[src/rtl/alu_bist_if.sv]
// ALU datapath bus between the BIST sequencer and the ALU under test.
//   a, b        : operands, driven by the sequencer
//   ALUControl  : opcode, driven by the sequencer
//   result      : ALU result, combinational from a/b/ALUControl
//   zero        : ALU zero flag
// master = sequencer side, slave = ALU side.
interface alu_bist_if #(
  parameter int unsigned WIDTH = 64
);
  logic [WIDTH-1:0] a;
  logic [WIDTH-1:0] b;
  logic [3:0]       ALUControl;
  logic [WIDTH-1:0] result;
  logic             zero;

  modport master (output a, b, ALUControl, input result, zero);
  modport slave  (input a, b, ALUControl, output result, zero);
endinterface

[src/rtl/alu_bist.sv]
// Built-in self-test sequencer for the 64-bit datapath ALU.
// Sweeps a fixed operand/opcode set onto the ALU, computes the golden result
// from the registered operands and counts vectors whose result or zero flag
// disagree.
//   clk, reset  : clock, synchronous active-high reset
//   start       : begin a sweep (honoured only in IDLE or DONE)
//   alu         : ALU bus (a, b, ALUControl out; result, zero in)
//   busy        : sweep in progress
//   done        : sweep finished, held until next start or reset
//   fail        : sticky, any vector of the current sweep mismatched
//   error_count : mismatching vectors, saturating
module alu_bist #(
  parameter int unsigned WIDTH = 64,
  parameter int unsigned N     = 10,
  parameter int unsigned ERRW  = 16
) (
  input  logic            clk,
  input  logic            reset,
  input  logic            start,
  alu_bist_if.master      alu,
  output logic            busy,
  output logic            done,
  output logic            fail,
  output logic [ERRW-1:0] error_count
);

  localparam int unsigned   IW      = (N > 1) ? $clog2(N) : 1;
  localparam logic [IW-1:0] IDX_LAST = IW'(N - 1);
  localparam logic [2:0]    OP_LAST  = 3'd5;

  localparam logic [1:0] S_IDLE  = 2'd0;
  localparam logic [1:0] S_DRIVE = 2'd1;
  localparam logic [1:0] S_CHECK = 2'd2;
  localparam logic [1:0] S_DONE  = 2'd3;

  logic [1:0]       state, state_nxt;
  logic             phase, phase_nxt, phase_step;
  logic [IW-1:0]    i_idx, i_nxt, i_step;
  logic [IW-1:0]    j_idx, j_nxt, j_step;
  logic [2:0]       op_idx, op_nxt, op_step;
  logic [WIDTH-1:0] a_q, a_nxt, b_q, b_nxt;
  logic [3:0]       ctl_q, ctl_nxt;
  logic             busy_nxt, done_nxt, fail_nxt;
  logic [ERRW-1:0]  err_nxt;
  logic [WIDTH-1:0] golden_c;
  logic             mismatch_c, last_c;

  function automatic logic [3:0] op_code(input logic [2:0] k);
    case (k)
      3'd0:    return 4'b0000;
      3'd1:    return 4'b0001;
      3'd2:    return 4'b0010;
      3'd3:    return 4'b0110;
      3'd4:    return 4'b0111;
      default: return 4'b1100;
    endcase
  endfunction

  // Phase 1 sweeps j downward: 0, -1, .. -(N-1), sign-extended.
  function automatic logic [WIDTH-1:0] operand_b(input logic ph, input logic [IW-1:0] j);
    logic [WIDTH-1:0] mag;
    mag = WIDTH'(j);
    return ph ? (~mag + WIDTH'(1)) : mag;
  endfunction

  assign alu.a          = a_q;
  assign alu.b          = b_q;
  assign alu.ALUControl = ctl_q;

  // Golden result from the operands currently on the bus.
  always_comb begin
    golden_c = '0;
    case (ctl_q)
      4'b0000: golden_c = a_q & b_q;
      4'b0001: golden_c = a_q | b_q;
      4'b0010: golden_c = a_q + b_q;
      4'b0110: golden_c = a_q - b_q;
      4'b0111: golden_c = b_q;
      4'b1100: golden_c = ~(a_q | b_q);
      default: golden_c = '0;
    endcase
  end

  assign mismatch_c = (alu.result != golden_c) || (alu.zero != (golden_c == '0));
  assign last_c     = phase && (i_idx == IDX_LAST) && (j_idx == IDX_LAST) && (op_idx == OP_LAST);

  // Odometer: opcode fastest, then j, then i, then phase.
  always_comb begin
    op_step    = (op_idx == OP_LAST) ? 3'd0 : op_idx + 3'd1;
    j_step     = j_idx;
    i_step     = i_idx;
    phase_step = phase;
    if (op_idx == OP_LAST) begin
      j_step = (j_idx == IDX_LAST) ? '0 : j_idx + IW'(1);
      if (j_idx == IDX_LAST) begin
        i_step = (i_idx == IDX_LAST) ? '0 : i_idx + IW'(1);
        if (i_idx == IDX_LAST) phase_step = ~phase;
      end
    end
  end

  // Next-state and registered-output logic.
  always_comb begin
    state_nxt = state;
    phase_nxt = phase;
    i_nxt     = i_idx;
    j_nxt     = j_idx;
    op_nxt    = op_idx;
    a_nxt     = a_q;
    b_nxt     = b_q;
    ctl_nxt   = ctl_q;
    busy_nxt  = busy;
    done_nxt  = done;
    fail_nxt  = fail;
    err_nxt   = error_count;
    case (state)
      S_IDLE, S_DONE: begin
        if (start) begin
          state_nxt = S_DRIVE;
          phase_nxt = 1'b0;
          i_nxt     = '0;
          j_nxt     = '0;
          op_nxt    = 3'd0;
          a_nxt     = '0;
          b_nxt     = '0;
          ctl_nxt   = op_code(3'd0);
          busy_nxt  = 1'b1;
          done_nxt  = 1'b0;
          fail_nxt  = 1'b0;
          err_nxt   = '0;
        end
      end
      S_DRIVE: state_nxt = S_CHECK;
      S_CHECK: begin
        if (mismatch_c) begin
          fail_nxt = 1'b1;
          err_nxt  = (error_count == '1) ? error_count : error_count + ERRW'(1);
        end
        if (last_c) begin
          state_nxt = S_DONE;
          busy_nxt  = 1'b0;
          done_nxt  = 1'b1;
        end else begin
          state_nxt = S_DRIVE;
          phase_nxt = phase_step;
          i_nxt     = i_step;
          j_nxt     = j_step;
          op_nxt    = op_step;
          a_nxt     = WIDTH'(i_step);
          b_nxt     = operand_b(phase_step, j_step);
          ctl_nxt   = op_code(op_step);
        end
      end
      default: state_nxt = S_IDLE;
    endcase
  end

  always_ff @(posedge clk) begin
    if (reset) begin
      state       <= S_IDLE;
      phase       <= 1'b0;
      i_idx       <= '0;
      j_idx       <= '0;
      op_idx      <= 3'd0;
      a_q         <= '0;
      b_q         <= '0;
      ctl_q       <= 4'b0000;
      busy        <= 1'b0;
      done        <= 1'b0;
      fail        <= 1'b0;
      error_count <= '0;
    end else begin
      state       <= state_nxt;
      phase       <= phase_nxt;
      i_idx       <= i_nxt;
      j_idx       <= j_nxt;
      op_idx      <= op_nxt;
      a_q         <= a_nxt;
      b_q         <= b_nxt;
      ctl_q       <= ctl_nxt;
      busy        <= busy_nxt;
      done        <= done_nxt;
      fail        <= fail_nxt;
      error_count <= err_nxt;
    end
  end

endmodule
[src/flat_wrapper.sv]
// flat-port wrapper written by rule: the top's interface ports become plain ports
module alu_bist_flat 
#(
  parameter int unsigned WIDTH = 64,
  parameter int unsigned N     = 10,
  parameter int unsigned ERRW  = 16
)
  (clk, reset, start, busy, done, fail, error_count, alu_a, alu_b, alu_ALUControl, alu_result, alu_zero);
  alu_bist_if #(.WIDTH(WIDTH)) alu_i ();
  input  logic clk;
  input  logic reset;
  input  logic start;
  output logic busy;
  output logic done;
  output logic fail;
  output logic [ERRW-1:0] error_count;
  output wire logic [$bits(alu_i.a)-1:0] alu_a;
  output wire logic [$bits(alu_i.b)-1:0] alu_b;
  output wire logic [$bits(alu_i.ALUControl)-1:0] alu_ALUControl;
  input wire logic [$bits(alu_i.result)-1:0] alu_result;
  input wire logic [$bits(alu_i.zero)-1:0] alu_zero;
  assign alu_a = alu_i.a;
  assign alu_b = alu_i.b;
  assign alu_ALUControl = alu_i.ALUControl;
  assign alu_i.result = alu_result;
  assign alu_i.zero = alu_zero;
  alu_bist #(.WIDTH(WIDTH), .N(N), .ERRW(ERRW)) u_core (.clk(clk), .reset(reset), .start(start), .alu(alu_i), .busy(busy), .done(done), .fail(fail), .error_count(error_count));
endmodule
[config.mk]
export PLATFORM = sky130hd
export DESIGN_NAME = alu_bist_flat
export DESIGN_NICKNAME = d
export VERILOG_FILES = /design/src/rtl/alu_bist_if.sv /design/src/rtl/alu_bist.sv /design/src/flat_wrapper.sv
export SDC_FILE = /design/constraint.sdc
export NUM_CORES = 1
export LEC_CHECK = 0
export BUFFER_PORTS_ARGS = -buffer_cell sky130_fd_sc_hd__buf_2
export CAP_MARGIN = 15
export CORE_ASPECT_RATIO = 1.2
export CORE_MARGIN = 5
export CORE_UTILIZATION = 25
export CTS_CLUSTER_SIZE = 20
export DETAILED_ROUTE_END_ITERATION = 8
export GPL_TIMING_DRIVEN = 0
export SYNTH_ARGS = -nofsm -noshare
export SYNTH_HDL_FRONTEND = slang
export SYNTH_SLANG_ARGS = --single-unit
[constraint.sdc]
create_clock -name clk -period 3.8 [get_ports clk]
set_clock_uncertainty 0.05 [all_clocks]
set_input_delay 0 -clock clk [delete_from_list [all_inputs] [get_ports clk]]
set_output_delay 0 -clock clk [all_outputs]
set_load 0.02 [all_outputs]
After elaboration in Yosys (flattened, before gate mapping)
Cells that the tools add are included.
- eq/ne operators: 23
- reduce and logical (&&, ||, !) cells: 14
- add/sub/neg operators: 7
- muxes and demuxes: 44
- bitwise gates (word level): 5
- operator list (operator ; number):
    one-hot mux 64 bit (6 select lines) ; 1
    two-way mux 64 bit ; 4
    one-hot mux 64 bit (2 select lines) ; 2
    adder 64 x 1 -> 64 bit, second input constant ; 1
    adder 64 bit ; 1
    bitwise AND 64 bit ; 1
    logical NOT 64 bit ; 1
    != test 64 bit ; 1
    NOT 4 -> 64 bit ; 1
    NOT 64 bit ; 1
    OR 64 bit ; 1
    subtractor 64 bit ; 1
    two-way mux 16 bit ; 3
    two-way mux 4 bit ; 9
    one-hot mux 16 bit (2 select lines) ; 1
    one-hot mux 4 bit (2 select lines) ; 3
    one-hot mux 4 bit (5 select lines) ; 1
    adder 16 x 1 -> 16 bit, second input constant ; 1
    equality test 16 bit, second input constant ; 1
    equality test 4 bit, second input constant ; 3
    two-way mux 1 bit ; 9
    two-way mux 3 bit ; 3
    AND reduction 3 bit ; 3
    adder 4 x 1 -> 4 bit, second input constant ; 2
    other kinds (25) ; 38
- flip-flop bits (word level): 165
- input bits: 68

Depth between registers and ports, before layout
- depth in word-level cells: 8
- gate-level depth with buffers: 17
- mapped depth without buffers: 15

Worst setup path after synthesis
No wires, ideal clock.
- kind: reg-to-reg
- start point: reg u_core.ctl_q[2], in the netlist u_core.alu.ALUControl[2]
- end point: reg u_core.error_count[15]
- arrival time: 4.019 ns
- data required time: 3.680 ns
- setup time: 0.070 ns
- cell stages (with the launch flop): 17
- path slack: -0.339 ns
- cells stage by stage: dfxtp_1 buf_2 nand4bb_1 clkbuf_1 nor2_1 a21oi_1 fa_1 a21o_1 a21oi_1 a211o_1 nand3_1 or4_1 or4_1 nand4_2 o21ai_2 or4_1 a21oi_1
- cells in the longest elaborated chain, start to end: 7
- elaborated cells between the ends (all ways): 13
- classes of those cells: eq/ne (8); mux (1); reduce/logical (4)
- RTL lines (what ; RTL line ; source):
    start: declaration ; alu_bist.sv:42 ; logic [3:0] ctl_q, ctl_nxt;
    start signal: assignment ; alu_bist.sv:180 ; ctl_q <= ctl_nxt;
    equality test 4 bit, or another cell as far along ; alu_bist.sv:73 ; case (ctl_q)
    one-hot mux 64 bit (6 select lines) (*) ; alu_bist.sv:73 ;
    logical NOT 64 bit ; alu_bist.sv:84 ; assign mismatch_c = (alu.result != golden_c) || (alu.zero != (golden_c == '0));
    != test 1 bit ; alu_bist.sv:84 ;
    logical OR 1 bit (*) ; alu_bist.sv:84 ;
    != test 2 x 1 -> 1 bit (no line) (*) ; n/a ;
    AND reduction 4 bit (no line) (*) ; n/a ;
    end signal: assignment ; alu_bist.sv:184 ; error_count <= err_nxt;
    end: declaration ; alu_bist.sv:24 ; output logic [ERRW-1:0] error_count
Every way passes the cells marked *; elsewhere a longest branch is shown, timed or not.
A chain may end at the register's enable or synchronous reset.

Final worst setup path
- start point: reg u_core.ctl_q[2], in the netlist u_core.alu.ALUControl[2]
- end point: reg u_core.error_count[13]
The elaborated chain is that of the path after synthesis.

==> run metrics <==
Reg2Reg Setup Slack -0.22 ns; drt pass-1 iters 4; Peak VDD IR 283 µV; Critical-path top delay cell or4_4; Critical R2R Launch u_core.alu.ALUControl[2]; Synth Register Bits 43; HP Class in -> reg; Site Rows 55; status finished with violations; CP max FO 10; CTS tree done; nature of the critical path startpoint flip-flop; top_reg_cell synth dfxtp_1; initial antenna violation count 0; H-tree depth 2; vias per cell 4.56; Worst-path clk slew 0.06 ns; layout cell share with drive strength beyond 1 41.5%; number of global-route vias before repair 4,806; CP startpoint u_core.alu.ALUControl[2]; Final GP Congestion 0.881; Max-Cap Viols 0; Worst Tran Pin Value 0.823 ns; via count 5,182; Worst path max stage delay 0.55 ns; WP data arrival 4.19 ns; power density cells 279 nW/µm²; Initial DRC Count 233; Critical Path RT 3.97 ns; register area share after synthesis 18.2%; hold_sp reset; DR WL/cell 13.4 µm; Tmin final 4.02 ns; cell repeated most along the worst path or4_4; port buffer count 157; Non-Filler Instances 1,137; final hold viol count 0; GRT Resource Usage Total 13.0%; Slew Limit Fails 0; final worst slack -0.220 ns; asr flop ratio synth 0%; Horiz. Die Dim 135 µm; Mapped Cells 637; Post-synth EDFFs 0; syn_area_per_cell 7.41 µm²; largest net degree at the start of global routing 32; P&R area growth vs syn 40.5%; CTS Buf Count 5; Final nets 965; CP Cell Sequence buf_8 > nand4bb_1 > buf_6 > nor2_4 > a21oi_4 > fa_2 > xnor2_2 > o32ai_2 > a211oi_2 > nand4_1 > or4_4 > or4_4 > nand4_4 > o21ai_4 > or4_4 > a21oi_2; # DRC 0; DP Wirelength 12,200 µm; Yosys Warn Count 0; CP Capture Type flip-flop; Worst Hold Slack 0.149 ns; Layout Utilization 35.4%; Worst R2R Path Depth 16; Tcrit/Tclk final 106%; clk sinks 43; first-pass GRT wire length 23,700 µm; filler instances 2,009; Ant. Diodes 0; Initial Utilization 25.2%; failing checks negative setup slack; Netlist Area Pre-Place 4720 µm²; Distinct cells, synth 78; worst r2r dst u_core.error_count[13]; final setup fails 16; Tot Pwr 0.00185 W; antenna violation net count after detailed routing 0; Setup Crit Path Kind reg -> reg; Overflow after GRT 0; CTS Root Cell clkbuf_16; Pleak 3.16 nW; Max clock buf depth 2; Die Ht 161 µm; core footprint 18,700 µm²; total routed wirelength 15,300 µm; insertion delay to the later sink of the worst-skew pair 0.28 ns; final setup TNS -2.56 ns; slew margin rel. 45.1%; placed insts 1,109; unrepaired setup endpoints after global routing true; # IOs 219; Fmax 249 MHz; Die ar. 21,700 µm²; end of the critical path u_core.error_count[13]
-- worst min path at each step --
stage,end,slack (ns),cells past startpoint
floorplan,u_core.state[1],0.14,2
global placement,u_core.state[1],0.27,3
detailed placement,u_core.state[1],0.29,3
CTS,u_core.state[1],0.17,2
global route,u_core.state[1],0.19,2
finish,u_core.state[1],0.15,2
-- report_power, final --
group	switching, W	total [W]	internal, W	leakage [nW]
sequential	0.0000481	0.000531	0.000483	0.353
combinational	0.000519	0.000836	0.000317	2.73
clock	0.000179	0.000486	0.000307	0.0812
-- worst max-delay path, delay by kind of cell (launching register included) --
kind            cells  cell delay (ns)
compound gates      5             0.66
xor+xnor            1             0.18
fa+ha+maj           1             0.37
buf+inv             2             0.29
flops               1             0.36
simple gates        7             2.05
-- stage by stage --
step	setup slack, ns	cell area [µm²]
floorplan	-0.0283	4990
global placement	-0.566	6100
detailed placement	-0.589	6100
CTS	-0.228	6480
global route	-0.365	6630
finish	-0.220	6630
-- timing repair --
action | in CTS | in global routing
gates resized for setup | 26 | 24
endpoints found under the setup margin | 17 | 16
gates cloned | 1 | 0
buffers inserted | 12 | 6
hold buffers | 1 | 0
pin swaps | 18 | 17
hold endpoints to repair | 1 | 0
-- synthesized netlist by cell type, drive strengths merged, types with 4 or more instances --
master  number  share of area [%]
buf        133                 21
nor2        53                4.2
a21oi       43                4.6
dfxtp       43                 18
o21ai       33                3.6
nand2       32                2.5
nand3       29                3.1
nor3        26                2.8
inv         19                1.5
nand4       18                2.5
ha          16                4.2
clkbuf      15                1.2
nor4        14                1.9
xnor2       11                2.0
a211oi       9                1.4
or3          9                1.2
mux2i        8                1.7
nor2b        8                1.1
or4          8                1.3
o31ai        7                1.1
and3         6               0.80
nand2b       6               0.80
a21o         5               0.80
a22oi        5               0.80
a31oi        5               0.66
o211ai       5               0.80
o32ai        5                1.5
xor2         5                1.1
and2         4               0.53
or2          4               0.53
-- registers in the layout (all words and copies together), names as in the netlist --
signal and flops:
u_core.op_idx 3, u_core.error_count 16, u_core.fail 1, u_core.j_idx 3, u_core.busy 1, u_core.state 2, u_core.alu.b 7, u_core.alu.a 4
u_core.alu.ALUControl 4, u_core.done 1, u_core.phase 1
-- per-layer routing --
| layer | up-vias | global-route usage, % | wire length (µm) |
|---|---|---|---|
| met3 | 16 | 2.32 | 1200 |
| met2 | 210 | 23.4 | 7490 |
| met4 | 0 | 3.21 | 216 |
| met1 | 2328 | 15.8 | 6350 |
| li1 | 2628 | - | - |
| met5 | - | 0 | 0 |
-- area by class of cell --
cell class | instances | area, µm² | area share (%)
clock buffer | 5 | 125 | 1.89
multi-input combinational | 486 | 3160 | 47.7
tap | 256 | 320 | 4.83
clock inverter | 3 | 38.8 | 0.585
timing repair buffer | 177 | 942 | 14.2
sequential | 43 | 882 | 13.3
buffer | 148 | 1090 | 16.4
inverter | 19 | 71.3 | 1.08
-- logic make-up (layout without fill, tap and decap cells) --
kind of cell / count (synthesis) / count (layout) / synth area share [%]
AO/OA/AOI/OAI: 150 / 150 / 21.6
XOR/XNOR: 16 / 16 / 3.13
other: 1 / 60 / 0.0794
buffers and inverters: 167 / 352 / 23.6
AND/OR/NAND/NOR: 233 / 233 / 26.6
flip-flops: 43 / 43 / 18.2
adder cells (fa/ha/maj): 18 / 18 / 4.90
multiplexers: 9 / 9 / 1.93
-- placed cells by master, fill, tap and decap left out, drive strengths merged, types with 4 or more instances in the layout --
cell,Yosys,layout
nand2,32,32
o32ai,5,5
a22oi,5,5
buf,133,310
nor3,26,26
or2,4,4
inv,19,19
and2,4,4
ha,16,16
a211oi,9,9
a21oi,43,43
clkbuf,15,19
nor2b,8,8
xor2,5,5
or3,9,9
nand2b,6,6
nor2,53,53
nor4,14,14
xnor2,11,11
conb,1,60
dfxtp,43,43
a21o,5,5
and3,6,6
nand4,18,18
o211ai,5,5
o21ai,33,33
nand3,29,29
a31oi,5,5
mux2i,8,8
or4,8,8
o31ai,7,7
Power figures use the tool's default switching activity.
